<file path="src/rtl/huff_pkg.sv">
// Shared definitions for the Huffman sort/merge scheduler: default table
// geometry, the early-exit threshold and the scheduler state encoding.
package huff_pkg;

   localparam int DEF_N  = 6;
   localparam int DEF_CW = 8;
   localparam int DEF_IW = 6;
   localparam int DEF_AW = 3;

   // Consecutive swap-free phases after which the table is known sorted.
   localparam int QUIET_LIMIT = 2;

   typedef enum logic [1:0] {
      ST_IDLE = 2'd0,
      ST_SORT = 2'd1,
      ST_DONE = 2'd2,
      ST_HOLD = 2'd3
   } sched_state_t;

endpackage

</file>
<file path="src/rtl/huff_cmp_swap.sv">
// Compare-swap cell for one {count, mask} pair. The larger count goes to hi;
// equal counts keep their original order, which keeps the sort stable.
module huff_cmp_swap
   import huff_pkg::*;
#(
   parameter int CW = DEF_CW,
   parameter int IW = DEF_IW
) (
   input  logic [CW-1:0] a_cnt,
   input  logic [IW-1:0] a_id,
   input  logic [CW-1:0] b_cnt,
   input  logic [IW-1:0] b_id,
   output logic [CW-1:0] hi_cnt,
   output logic [IW-1:0] hi_id,
   output logic [CW-1:0] lo_cnt,
   output logic [IW-1:0] lo_id,
   output logic          swapped
);

   assign swapped = a_cnt < b_cnt;
   assign hi_cnt  = swapped ? b_cnt : a_cnt;
   assign hi_id   = swapped ? b_id  : a_id;
   assign lo_cnt  = swapped ? a_cnt : b_cnt;
   assign lo_id   = swapped ? a_id  : b_id;

endmodule

</file>
<file path="src/rtl/huff_sort_sched.sv">
// Sort/merge scheduler for the Huffman symbol-count table. Keeps the active
// entries in descending count order with an odd-even transposition sort (one
// phase per cycle), merges the two lowest active entries on request and
// answers the sort request level with a single sort_end pulse.
module huff_sort_sched
   import huff_pkg::*;
#(
   parameter int N  = DEF_N,
   parameter int CW = DEF_CW,
   parameter int IW = DEF_IW,
   parameter int AW = DEF_AW
) (
   input  logic            clk,
   input  logic            reset,
   input  logic            load_valid,
   input  logic [N*CW-1:0] load_cnt,
   input  logic [N*IW-1:0] load_id,
   input  logic            sort_req,
   input  logic            merge_req,
   output logic            sort_end,
   output logic            busy,
   output logic [AW-1:0]   n_act,
   output logic [N*CW-1:0] cnt_out,
   output logic [N*IW-1:0] id_out,
   output logic            merge_err,
   output logic            ovf
);

   localparam logic [AW-1:0] ACT_TWO  = AW'(2);
   localparam logic [AW-1:0] ACT_FULL = AW'(N);
   localparam logic [1:0]    QUIET_MAX = 2'(QUIET_LIMIT);

   sched_state_t state_q, state_d;

   logic [CW-1:0] cnt_q [N];
   logic [CW-1:0] cnt_d [N];
   logic [IW-1:0] id_q  [N];
   logic [IW-1:0] id_d  [N];

   logic [AW-1:0] n_act_q;
   logic [AW-1:0] phase_q;
   logic [AW-1:0] phase_inc;
   logic          parity_q;
   logic [1:0]    quiet_q;
   logic [1:0]    quiet_d;
   logic          ovf_q;
   logic          merge_err_q;

   logic is_idle;
   logic in_sort;
   logic do_load;
   logic do_merge;
   logic merge_bad;
   logic go_sort;
   logic sort_finish;

   logic [CW-1:0] hi_cnt [N-1];
   logic [IW-1:0] hi_id  [N-1];
   logic [CW-1:0] lo_cnt [N-1];
   logic [IW-1:0] lo_id  [N-1];
   logic [N-2:0]  swapped;
   logic [N-2:0]  pair_act;
   logic          any_swap;

   logic [AW-1:0] idx_surv;
   logic [CW-1:0] surv_cnt;
   logic [IW-1:0] surv_id;
   logic [CW-1:0] tail_cnt;
   logic [IW-1:0] tail_id;
   logic [CW:0]   merge_sum;
   logic          merge_sat;
   logic [CW-1:0] merge_cnt;

   assign is_idle   = (state_q == ST_IDLE);
   assign in_sort   = (state_q == ST_SORT);
   assign do_load   = is_idle && load_valid;
   assign do_merge  = is_idle && !load_valid && merge_req && (n_act_q >= ACT_TWO);
   assign merge_bad = is_idle && !load_valid && merge_req && (n_act_q < ACT_TWO);
   assign go_sort   = is_idle && !load_valid && !merge_req && sort_req;

   // One compare-swap cell per adjacent pair; the parity mask picks which
   // cells are allowed to write back in the current phase.
   genvar gj;
   generate
      for (gj = 0; gj < N - 1; gj++) begin : g_pair
         huff_cmp_swap #(
            .CW (CW),
            .IW (IW)
         ) u_cmp_swap (
            .a_cnt   (cnt_q[gj]),
            .a_id    (id_q[gj]),
            .b_cnt   (cnt_q[gj+1]),
            .b_id    (id_q[gj+1]),
            .hi_cnt  (hi_cnt[gj]),
            .hi_id   (hi_id[gj]),
            .lo_cnt  (lo_cnt[gj]),
            .lo_id   (lo_id[gj]),
            .swapped (swapped[gj])
         );
      end
   endgenerate

   // A pair takes part in this phase if its left index has the current parity
   // and both of its entries are active.
   always_comb begin
      pair_act = '0;
      for (int j = 0; j < N - 1; j++) begin
         pair_act[j] = ((j % 2) == int'(parity_q)) && ((j + 1) < int'(n_act_q));
      end
   end

   assign any_swap    = |(pair_act & swapped);
   assign quiet_d     = any_swap ? 2'd0 : quiet_q + 2'd1;
   assign phase_inc   = phase_q + AW'(1);
   assign sort_finish = (n_act_q < ACT_TWO) || (phase_inc == n_act_q) ||
                        (quiet_d == QUIET_MAX);

   // Pick the two lowest active entries and form their saturating sum; the
   // survivor sits at n_act-2 and absorbs the tail entry at n_act-1.
   always_comb begin
      idx_surv = (n_act_q >= ACT_TWO) ? (n_act_q - ACT_TWO) : '0;
      surv_cnt = '0;
      surv_id  = '0;
      tail_cnt = '0;
      tail_id  = '0;
      for (int i = 0; i < N; i++) begin
         if (i == int'(idx_surv)) begin
            surv_cnt = cnt_q[i];
            surv_id  = id_q[i];
         end
         if (i == int'(idx_surv) + 1) begin
            tail_cnt = cnt_q[i];
            tail_id  = id_q[i];
         end
      end
      merge_sum = {1'b0, surv_cnt} + {1'b0, tail_cnt};
      merge_sat = merge_sum[CW];
      merge_cnt = merge_sat ? '1 : merge_sum[CW-1:0];
   end

   // Next table contents: load, merge or one sort phase, else hold.
   always_comb begin
      for (int i = 0; i < N; i++) begin
         cnt_d[i] = cnt_q[i];
         id_d[i]  = id_q[i];
      end
      if (do_load) begin
         for (int i = 0; i < N; i++) begin
            cnt_d[i] = load_cnt[i*CW +: CW];
            id_d[i]  = load_id[i*IW +: IW];
         end
      end else if (do_merge) begin
         for (int i = 0; i < N; i++) begin
            if (i == int'(idx_surv)) begin
               cnt_d[i] = merge_cnt;
               id_d[i]  = surv_id | tail_id;
            end else if (i == int'(idx_surv) + 1) begin
               cnt_d[i] = '0;
               id_d[i]  = '0;
            end
         end
      end else if (in_sort) begin
         for (int j = 0; j < N - 1; j++) begin
            if (pair_act[j]) begin
               cnt_d[j]   = hi_cnt[j];
               id_d[j]    = hi_id[j];
               cnt_d[j+1] = lo_cnt[j];
               id_d[j+1]  = lo_id[j];
            end
         end
      end
   end

   // Table storage.
   always_ff @(posedge clk or negedge reset) begin
      if (!reset) begin
         for (int i = 0; i < N; i++) begin
            cnt_q[i] <= '0;
            id_q[i]  <= '0;
         end
      end else begin
         for (int i = 0; i < N; i++) begin
            cnt_q[i] <= cnt_d[i];
            id_q[i]  <= id_d[i];
         end
      end
   end

   // Scheduler state, active count, sort phase bookkeeping and flags.
   always_ff @(posedge clk or negedge reset) begin
      if (!reset) begin
         state_q     <= ST_IDLE;
         n_act_q     <= '0;
         phase_q     <= '0;
         parity_q    <= 1'b0;
         quiet_q     <= '0;
         ovf_q       <= 1'b0;
         merge_err_q <= 1'b0;
      end else begin
         state_q     <= state_d;
         merge_err_q <= merge_bad;
         if (do_load) begin
            n_act_q <= ACT_FULL;
            ovf_q   <= 1'b0;
         end else if (do_merge) begin
            n_act_q <= n_act_q - AW'(1);
            if (merge_sat) begin
               ovf_q <= 1'b1;
            end
         end
         if (go_sort) begin
            phase_q  <= '0;
            parity_q <= 1'b0;
            quiet_q  <= '0;
         end else if (in_sort) begin
            phase_q  <= phase_inc;
            parity_q <= ~parity_q;
            quiet_q  <= quiet_d;
         end
      end
   end

   // Next-state logic; HOLD waits for the request level to drop so a level
   // that stays high never starts a second sort.
   always_comb begin
      state_d = state_q;
      case (state_q)
         ST_IDLE: if (go_sort)     state_d = ST_SORT;
         ST_SORT: if (sort_finish) state_d = ST_DONE;
         ST_DONE:                  state_d = ST_HOLD;
         ST_HOLD: if (!sort_req)   state_d = ST_IDLE;
         default:                  state_d = ST_IDLE;
      endcase
   end

   assign sort_end  = (state_q == ST_DONE);
   assign busy      = !is_idle;
   assign n_act     = n_act_q;
   assign merge_err = merge_err_q;
   assign ovf       = ovf_q;

   genvar go;
   generate
      for (go = 0; go < N; go++) begin : g_out
         assign cnt_out[go*CW +: CW] = cnt_q[go];
         assign id_out[go*IW +: IW]  = id_q[go];
      end
   endgenerate

endmodule

</file>
<file path="config.mk">
export PLATFORM = sky130hd
export DESIGN_NAME = huff_sort_sched
export DESIGN_NICKNAME = d
export VERILOG_FILES = /design/src/rtl/huff_pkg.sv /design/src/rtl/huff_cmp_swap.sv /design/src/rtl/huff_sort_sched.sv
export SDC_FILE = /design/constraint.sdc
export NUM_CORES = 1
export LEC_CHECK = 0
export CAP_MARGIN = 40
export CORE_AREA = 3 3 150 152
export CTS_BUF_LIST = sky130_fd_sc_hd__clkbuf_8
export CTS_CLUSTER_DIAMETER = 40
export DETAILED_ROUTE_END_ITERATION = 16
export DIE_AREA = 0 0 153 155
export HOLD_SLACK_MARGIN = 0.1
export SYNTH_ARGS = -nofsm -noshare
export SYNTH_HDL_FRONTEND = slang
export SYNTH_SLANG_ARGS = --single-unit
</file>
<file path="constraint.sdc">
create_clock -name clk -period 15.7 [get_ports clk]
set_clock_uncertainty 0.2 [all_clocks]
set_input_delay 1.57 -clock clk [delete_from_list [all_inputs] [get_ports clk]]
set_output_delay 1.57 -clock clk [all_outputs]
set_load 0.05 [all_outputs]
</file>
==> results.md, run 1 <==
- Critical Path RT: ~16 ns
- Crit path DAT: ~6.6 ns
- Worst skew pair latency: around 0.40 ns
- Cell with the most instances after synthesis: nand2_1
- Avg Vias per Cell: 6.569
- Crit Path Category: reg -> reg
- Final Setup Violations: 0
- Core Area: approximately 21000 um2
- Post-synthesis sequential element count: just under 100
- Ant. Diodes: 0
- Syn_nets: around 1200
- Initial antenna violation count: 0
- Dpl ws: roughly 9.4 ns
- Port Buffers: between 150 and 200
- Die height: ~160 um
- Synth Area per Inst: about 8 um2
- Hold Violations, Final: 0
- Max Cap Viol: 0
- DR vias: between 9000 and 10000
- Die ar.: 23720 um2
- Grt total ovfl: 0
- Final setup margin: between 9 and 10 ns
- WL per Instance: approximately 26 um
- Postcts setup bufs: 0
- Placer congestion estimate: 0.9878
- Vias in the first global route: between 9000 and 10000
- Achievable clock frequency: ~150 MHz
- CTS resizes: 0
- Clock transition at the registers of the reported paths: 0.11 ns
- Ys Warns: 0
- Largest net degree at the start of global routing: 78
- Hold Crit Class: reg -> reg
- Worst slew margin: between 30% and 40%
- Least-Margin Pin Slew: roughly 1 ns
- Cts hold-fix bufs: 0
- Syn-to-layout area delta: 26.91%
- Synth cell count leaders: nand2_1, dfrtp_1, nor2_1, o21ai_0, a21oi_1
- Final net count: roughly 1400
- Root buffer cell: clkbuf_8
- CTS tree: done
- Routed Wire Length: ~40000 um
- Iteration-0 DRC count of the detailed router: 1080
- Cell count after synthesis: between 1000 and 1500
- Syn Std Cell Area: roughly 8500 um2
- RSZ-0062 raised after global routing: false
- Synth cell types: 76
- Max Root-Sink Buffers: 2
- Share of cells above drive strength 1: 5.684%
- # IOs: 180
- Startpoint types: flip-flop
- Post-synth EDFFs: 0
- Detailed Place HPWL: between 20000 and 30000 um
- Die W: approximately 150 um
- First-pass GRT wire length: roughly 59000 um
- Synth area leaders: dfrtp_1, ha_1, a221oi_1
- Inserted Clock Buffers: 9
- Htree depth: 3
- CTS Sinks: 97
- Post-synth top area share: approximately 29%
- Leading area contributor after synthesis: dfrtp_1
- Starting density of the core: roughly two fifths
- Post-layout min period: roughly 6.5 ns
- Antenna viol nets, final: 0
- Crit path capture type: flip-flop
- Fin crit share: approximately 41%
- DR pass1 iterations: 7
- Max Transition Viols Final: 0
- Most used flip-flop cell after synthesis: dfrtp_1
- Crit-path max FO: 22
- Seq/Total Area, Yosys: around 29%
- Sum Neg Setup Slack: 0 ns
- Rows: 53
- Status: complete, no violations
- DR DRC count: 0
- Async SR Flop Fraction: 100.0%
- Tot GR Track Use: between 30% and 40%
==> metrics by stage <==
step	instance area [um2]	std cells	hold slack, ns	utilization [%]
after global routing	10800	1489	0.3759	51.04
final	10800	1489	0.3392	51.04
after floorplan	8508	1067	0.2904	-
after CTS	10790	1488	0.3481	51.01
after global placement	10500	1465	0.3154	49.61
after detailed placement	10610	1473	0.3226	50.17
==> layout by cell type (no fill, tap or decap), drive strengths merged, types with 9 or more instances in the layout <==
cell / count
nor2: 97
o22ai: 22
dfrtp: 97
a221o: 9
inv: 59
nand2: 110
clkdlybuf4s50: 178
a31oi: 10
nand2b: 13
a22oi: 28
nor3: 24
buf: 31
a222oi: 25
a211oi: 33
nor2b: 13
o221ai: 12
o21ai: 100
mux2i: 11
clkbuf: 10
nand3: 23
a21oi: 77
ha: 59
a221oi: 68
==> state kept, by name, indices dropped and copies added, names as in the netlist <==
signal     count
cnt_out       48
id_out        36
merge_err      1
n_act          3
ovf            1
parity_q       1
phase_q        3
quiet_q        2
state_q        2
==> worst paths after layout <==
path / slack [ns] / depth (start not counted) / start / to
worst max-delay path: 9.21 / 18 / n_act[1] / cnt_out[43]
max in group asynchronous: 13.54 / 3 / reset / id_out[7]
min in group asynchronous: 0.87 / 1 / reset / cnt_out[10]
worst max register to register: 9.21 / 18 / n_act[1] / cnt_out[43]
worst min-delay path: 0.34 / 2 / ovf / ovf
worst min register to register: 0.34 / 2 / ovf / ovf
==> routing by layer <==
| metal | GRT usage (%) | part of all wire, % | vias to the layer above | wire, um |
|---|---|---|---|---|
| li1 | - | - | 4395 | - |
| met1 | 41.70 | 41 | 4680 | 16130 |
| met2 | 51.63 | 46 | 579 | 17880 |
| met3 | 4.645 | 7.6 | 127 | 2953 |
| met4 | 14.64 | 4.9 | 0 | 1917 |
| met5 | 0 | 0 | - | 0 |
==> cell type report <==
cell class                 instances  area, um2
clock buffer                      10      137.6
clock inverter                     5      38.79
fill                            2068      10360
inverter                          56      210.2
multi-input combinational        837       5567
sequential                        97       2427
tap                              275      344.1
timing repair buffer             209       2073
==> worst max-delay path, cell delays in order, from the launching register on <==
cell and delay (ns):
dfrtp_1 0.70, inv_1 0.25, ha_1 0.48, a21oi_1 0.32, inv_1 0.29, ha_1 0.48, inv_1 0.20, nand3_1 0.65
nor2_1 0.29, a21oi_1 0.07, ha_1 0.26, fa_1 0.43, a211oi_1 0.39, o211ai_1 0.17, and2_1 0.24, nor2_1 0.33
inv_1 0.17, a222oi_1 0.32, a21oi_1 0.10
==> kinds of logic (layout without fill, tap and decap cells) <==
logic type | count (synthesis) | in the layout | synth area share [%]
buffers and inverters | 133 | 280 | 6.176
AND/OR/NAND/NOR | 319 | 319 | 17.32
flip-flops | 97 | 97 | 28.53
adder cells (fa/ha/maj) | 60 | 60 | 8.912
AO/OA/AOI/OAI | 432 | 432 | 36.10
XOR/XNOR | 11 | 11 | 1.132
multiplexers | 15 | 15 | 1.824
Power of run 1 is left out: the tool's default activity adds up to more than one toggle a clock period on the data nets, which glitch-free logic cannot reach.
==> run 2: changes to the inputs <==
--- a/config.mk
+++ b/config.mk
@@ -12,6 +12,7 @@
 export DETAILED_ROUTE_END_ITERATION = 16
 export DIE_AREA = 0 0 153 155
 export HOLD_SLACK_MARGIN = 0.1
+export PLACE_DENSITY = 0.67
 export SYNTH_ARGS = -nofsm -noshare
 export SYNTH_HDL_FRONTEND = slang
 export SYNTH_SLANG_ARGS = --single-unit
==> constraint.sdc (replaced) <==
create_clock -name clk -period 5.5 [get_ports clk]
set_clock_uncertainty 0.2 [all_clocks]
set_input_delay 0.55 -clock clk [delete_from_list [all_inputs] [get_ports clk]]
set_output_delay 0.55 -clock clk [all_outputs]
set_load 0.05 [all_outputs]
==> run 2 against run 1 <==
  * First-iteration DRC count increased by 18%
  * Core utilization increased by 0.63 points
  * Cell count increased by 1.1%
  * Via count increased by 1.6%
  * Maximum frequency increased by 25%
  * Non-clock buffer count increased by 15
  * Design area increased by 1.2%
  * Sequential share of layout area decreased by 0.25 points
  * Global-route usage decreased by 2.1 points
  * Critical endpoint is now cnt_out[45]
  * Flip-flop and latch count unchanged
  * Register-to-register slack got worse by 8.9 ns
==> results.md, run 2 (synthesized netlist as in run 1, its figures left out) <==
- Fin crit share: 94.15% (+53 points)
- DR vias: 9934 (+1.6%)
- Port Buffers: 179 (unchanged)
- Detailed Place HPWL: 26680 um (-7.9%)
- R2R depth: 18 (unchanged)
- Worst slew margin: 37.16% (+4.6 points)
- Max Root-Sink Buffers: 2 (unchanged)
- Htree depth: 3 (unchanged)
- First-pass GRT wire length: 55410 um (-5.6%)
- Crit. Startpoint: n_act[1]
- Worst hold path cell count: 2 (unchanged)
- Die height: 155 um (unchanged)
- Worst R2R Start: n_act[1]
- Most common cell after layout, fill and taps aside: clkdlybuf4s50_1
- Final Setup Violations: 0 (unchanged)
- Largest net degree at the start of global routing: 69 (-12%)
- Final net count: 1374 (+1.1%)
- Fillers: 1994 (-3.6%)
- Crit Path Category: reg -> reg
- RSZ-0062 raised after global routing: false
- Starting density of the core: 40.22% (unchanged)
- Initial antenna violation count: 0 (unchanged)
- WHS: 0.3674 ns (+0.02820 ns)
- Root buffer cell: clkbuf_8
- Share of cells above drive strength 1: 7.398% (+1.7 points)
- Grt total ovfl: 0 (unchanged)
- Crit path DAT: 5.25 ns (-1.30 ns)
- Achievable clock frequency: 193.1 MHz (+25%)
- Hold Violations, Final: 0 (unchanged)
- Crit path capture type: flip-flop
- Sum Neg Setup Slack: 0 ns (unchanged)
- DR DRC count: 0 (unchanged)
- Inserted Clock Buffers: 9 (unchanged)
- Largest register FFs: 48 (unchanged)
- Syn-to-layout area delta: 28.48%
- CTS tree: done
- Iteration-0 DRC count of the detailed router: 1278 (+18%)
- Clock transition at the registers of the reported paths: 0.10 ns (about the same)
- Status: complete, no violations
- Slack of the worst reg-to-reg path: 0.32 ns (-8.89 ns)
- Startpoint types: flip-flop
- Core Area: 21150 um2 (unchanged)
- Die ar.: 23720 um2 (unchanged)
- Vias in the first global route: 9461 (-0.83%)
- Die W: 153 um (unchanged)
- Commonest non-fill, non-tap cells in the layout: clkdlybuf4s50_1, nand2_1, nor2_1, o21ai_0, dfrtp_1
- Antenna viol nets, final: 0 (unchanged)
- Placer congestion estimate: 1.028 (+4.0%)
- Ant. Diodes: 0 (unchanged)
- Least-Margin Pin Slew: 0.9425 ns (-0.06942 ns)
- Hold Crit Class: reg -> reg
- Post-layout min period: 5.178 ns (-1.314 ns)
- Crit-path max FO: 13 (-41%)
- CTS Sinks: 97 (unchanged)
- Reg2reg end: cnt_out[45]
- Max Cap Viol: 0 (unchanged)
- # IOs: 180 (unchanged)
- Critical Path Sink: cnt_out[45]
- Avg Vias per Cell: 6.601 (+0.48%)
- Worst skew pair latency: 0.42 ns (+0.02 ns)
- Routed Wire Length: 36110 um (-7.1%)
- DR pass1 iterations: 7 (unchanged)
- Rows: 53 (unchanged)
- Tot GR Track Use: 29.58% (-2.1 points)
- Critical Path RT: 5.57 ns (-10.19 ns)
- WL per Instance: 23.99 um (-8.1%)
- Max Transition Viols Final: 0 (unchanged)
run 2: final cells by class:
| type | count | area (um2) | share of cell area, % |
|---|---|---|---|
| timing repair buffer | 224 | 2156 | 19.72 |
| tap | 275 | 344.1 | 3.148 |
| sequential | 97 | 2430 | 22.23 |
| clock inverter | 5 | 30.03 | 0.2747 |
| inverter | 56 | 210.2 | 1.923 |
| clock buffer | 11 | 151.4 | 1.385 |
| multi-input combinational | 837 | 5610 | 51.32 |
run 2: worst min path at each step:
stage	from	end
after detailed placement	cnt_out[21]	cnt_out[21]
final	ovf	ovf
after floorplan	reset	cnt_out[0]
after CTS	quiet_q[0]	quiet_q[0]
after global placement	phase_q[1]	phase_q[1]
after global routing	ovf	ovf
run 2: timing repair:
item | in CTS | in global routing
buffers inserted | 0 | 1
hold endpoints to repair | 53 | 0
endpoints found under the setup margin | 0 | 24
gates resized for setup | 0 | 4
hold buffers | 1 | 0
run 2: through the flow:
| step | cells | instance area (um2) | setup WS, ns | utilization [%] |
|---|---|---|---|---|
| after detailed placement | 1485 | 10700 | 0.3119 | 50.60 |
| after floorplan | 1067 | 8562 | 0.05109 | - |
| after global placement | 1475 | 10600 | 0.3028 | 50.12 |
| final | 1505 | 10930 | 0.3219 | 51.68 |
| after global routing | 1505 | 10930 | 0.0007101 | 51.68 |
| after CTS | 1502 | 10900 | 0.2779 | 51.51 |
run 2: per-layer routing:
layer	wire, um	GRT usage (%)	vias to the layer above
li1	-	-	4420
met3	3809	6.064	119
met4	1662	13.87	0
met2	16450	46.53	680
met5	0	0	-
met1	14190	39.22	4715
run 2: critical path: stages, from the launching register on:
cell and delay, ns:
dfrtp_2 0.43, inv_1 0.13, ha_1 0.30, nor3_1 0.35
ha_4 0.28, inv_1 0.18, nor4_2 0.09, buf_4 0.19
a221oi_1 0.33, a211oi_1 0.09, a221oi_1 0.25, a21oi_1 0.16
fa_1 0.49, a211oi_2 0.29, o211ai_1 0.16, and2_1 0.25
or2_2 0.42, a222oi_1 0.33, a21oi_1 0.11
Power of run 2 is left out for the same reason.
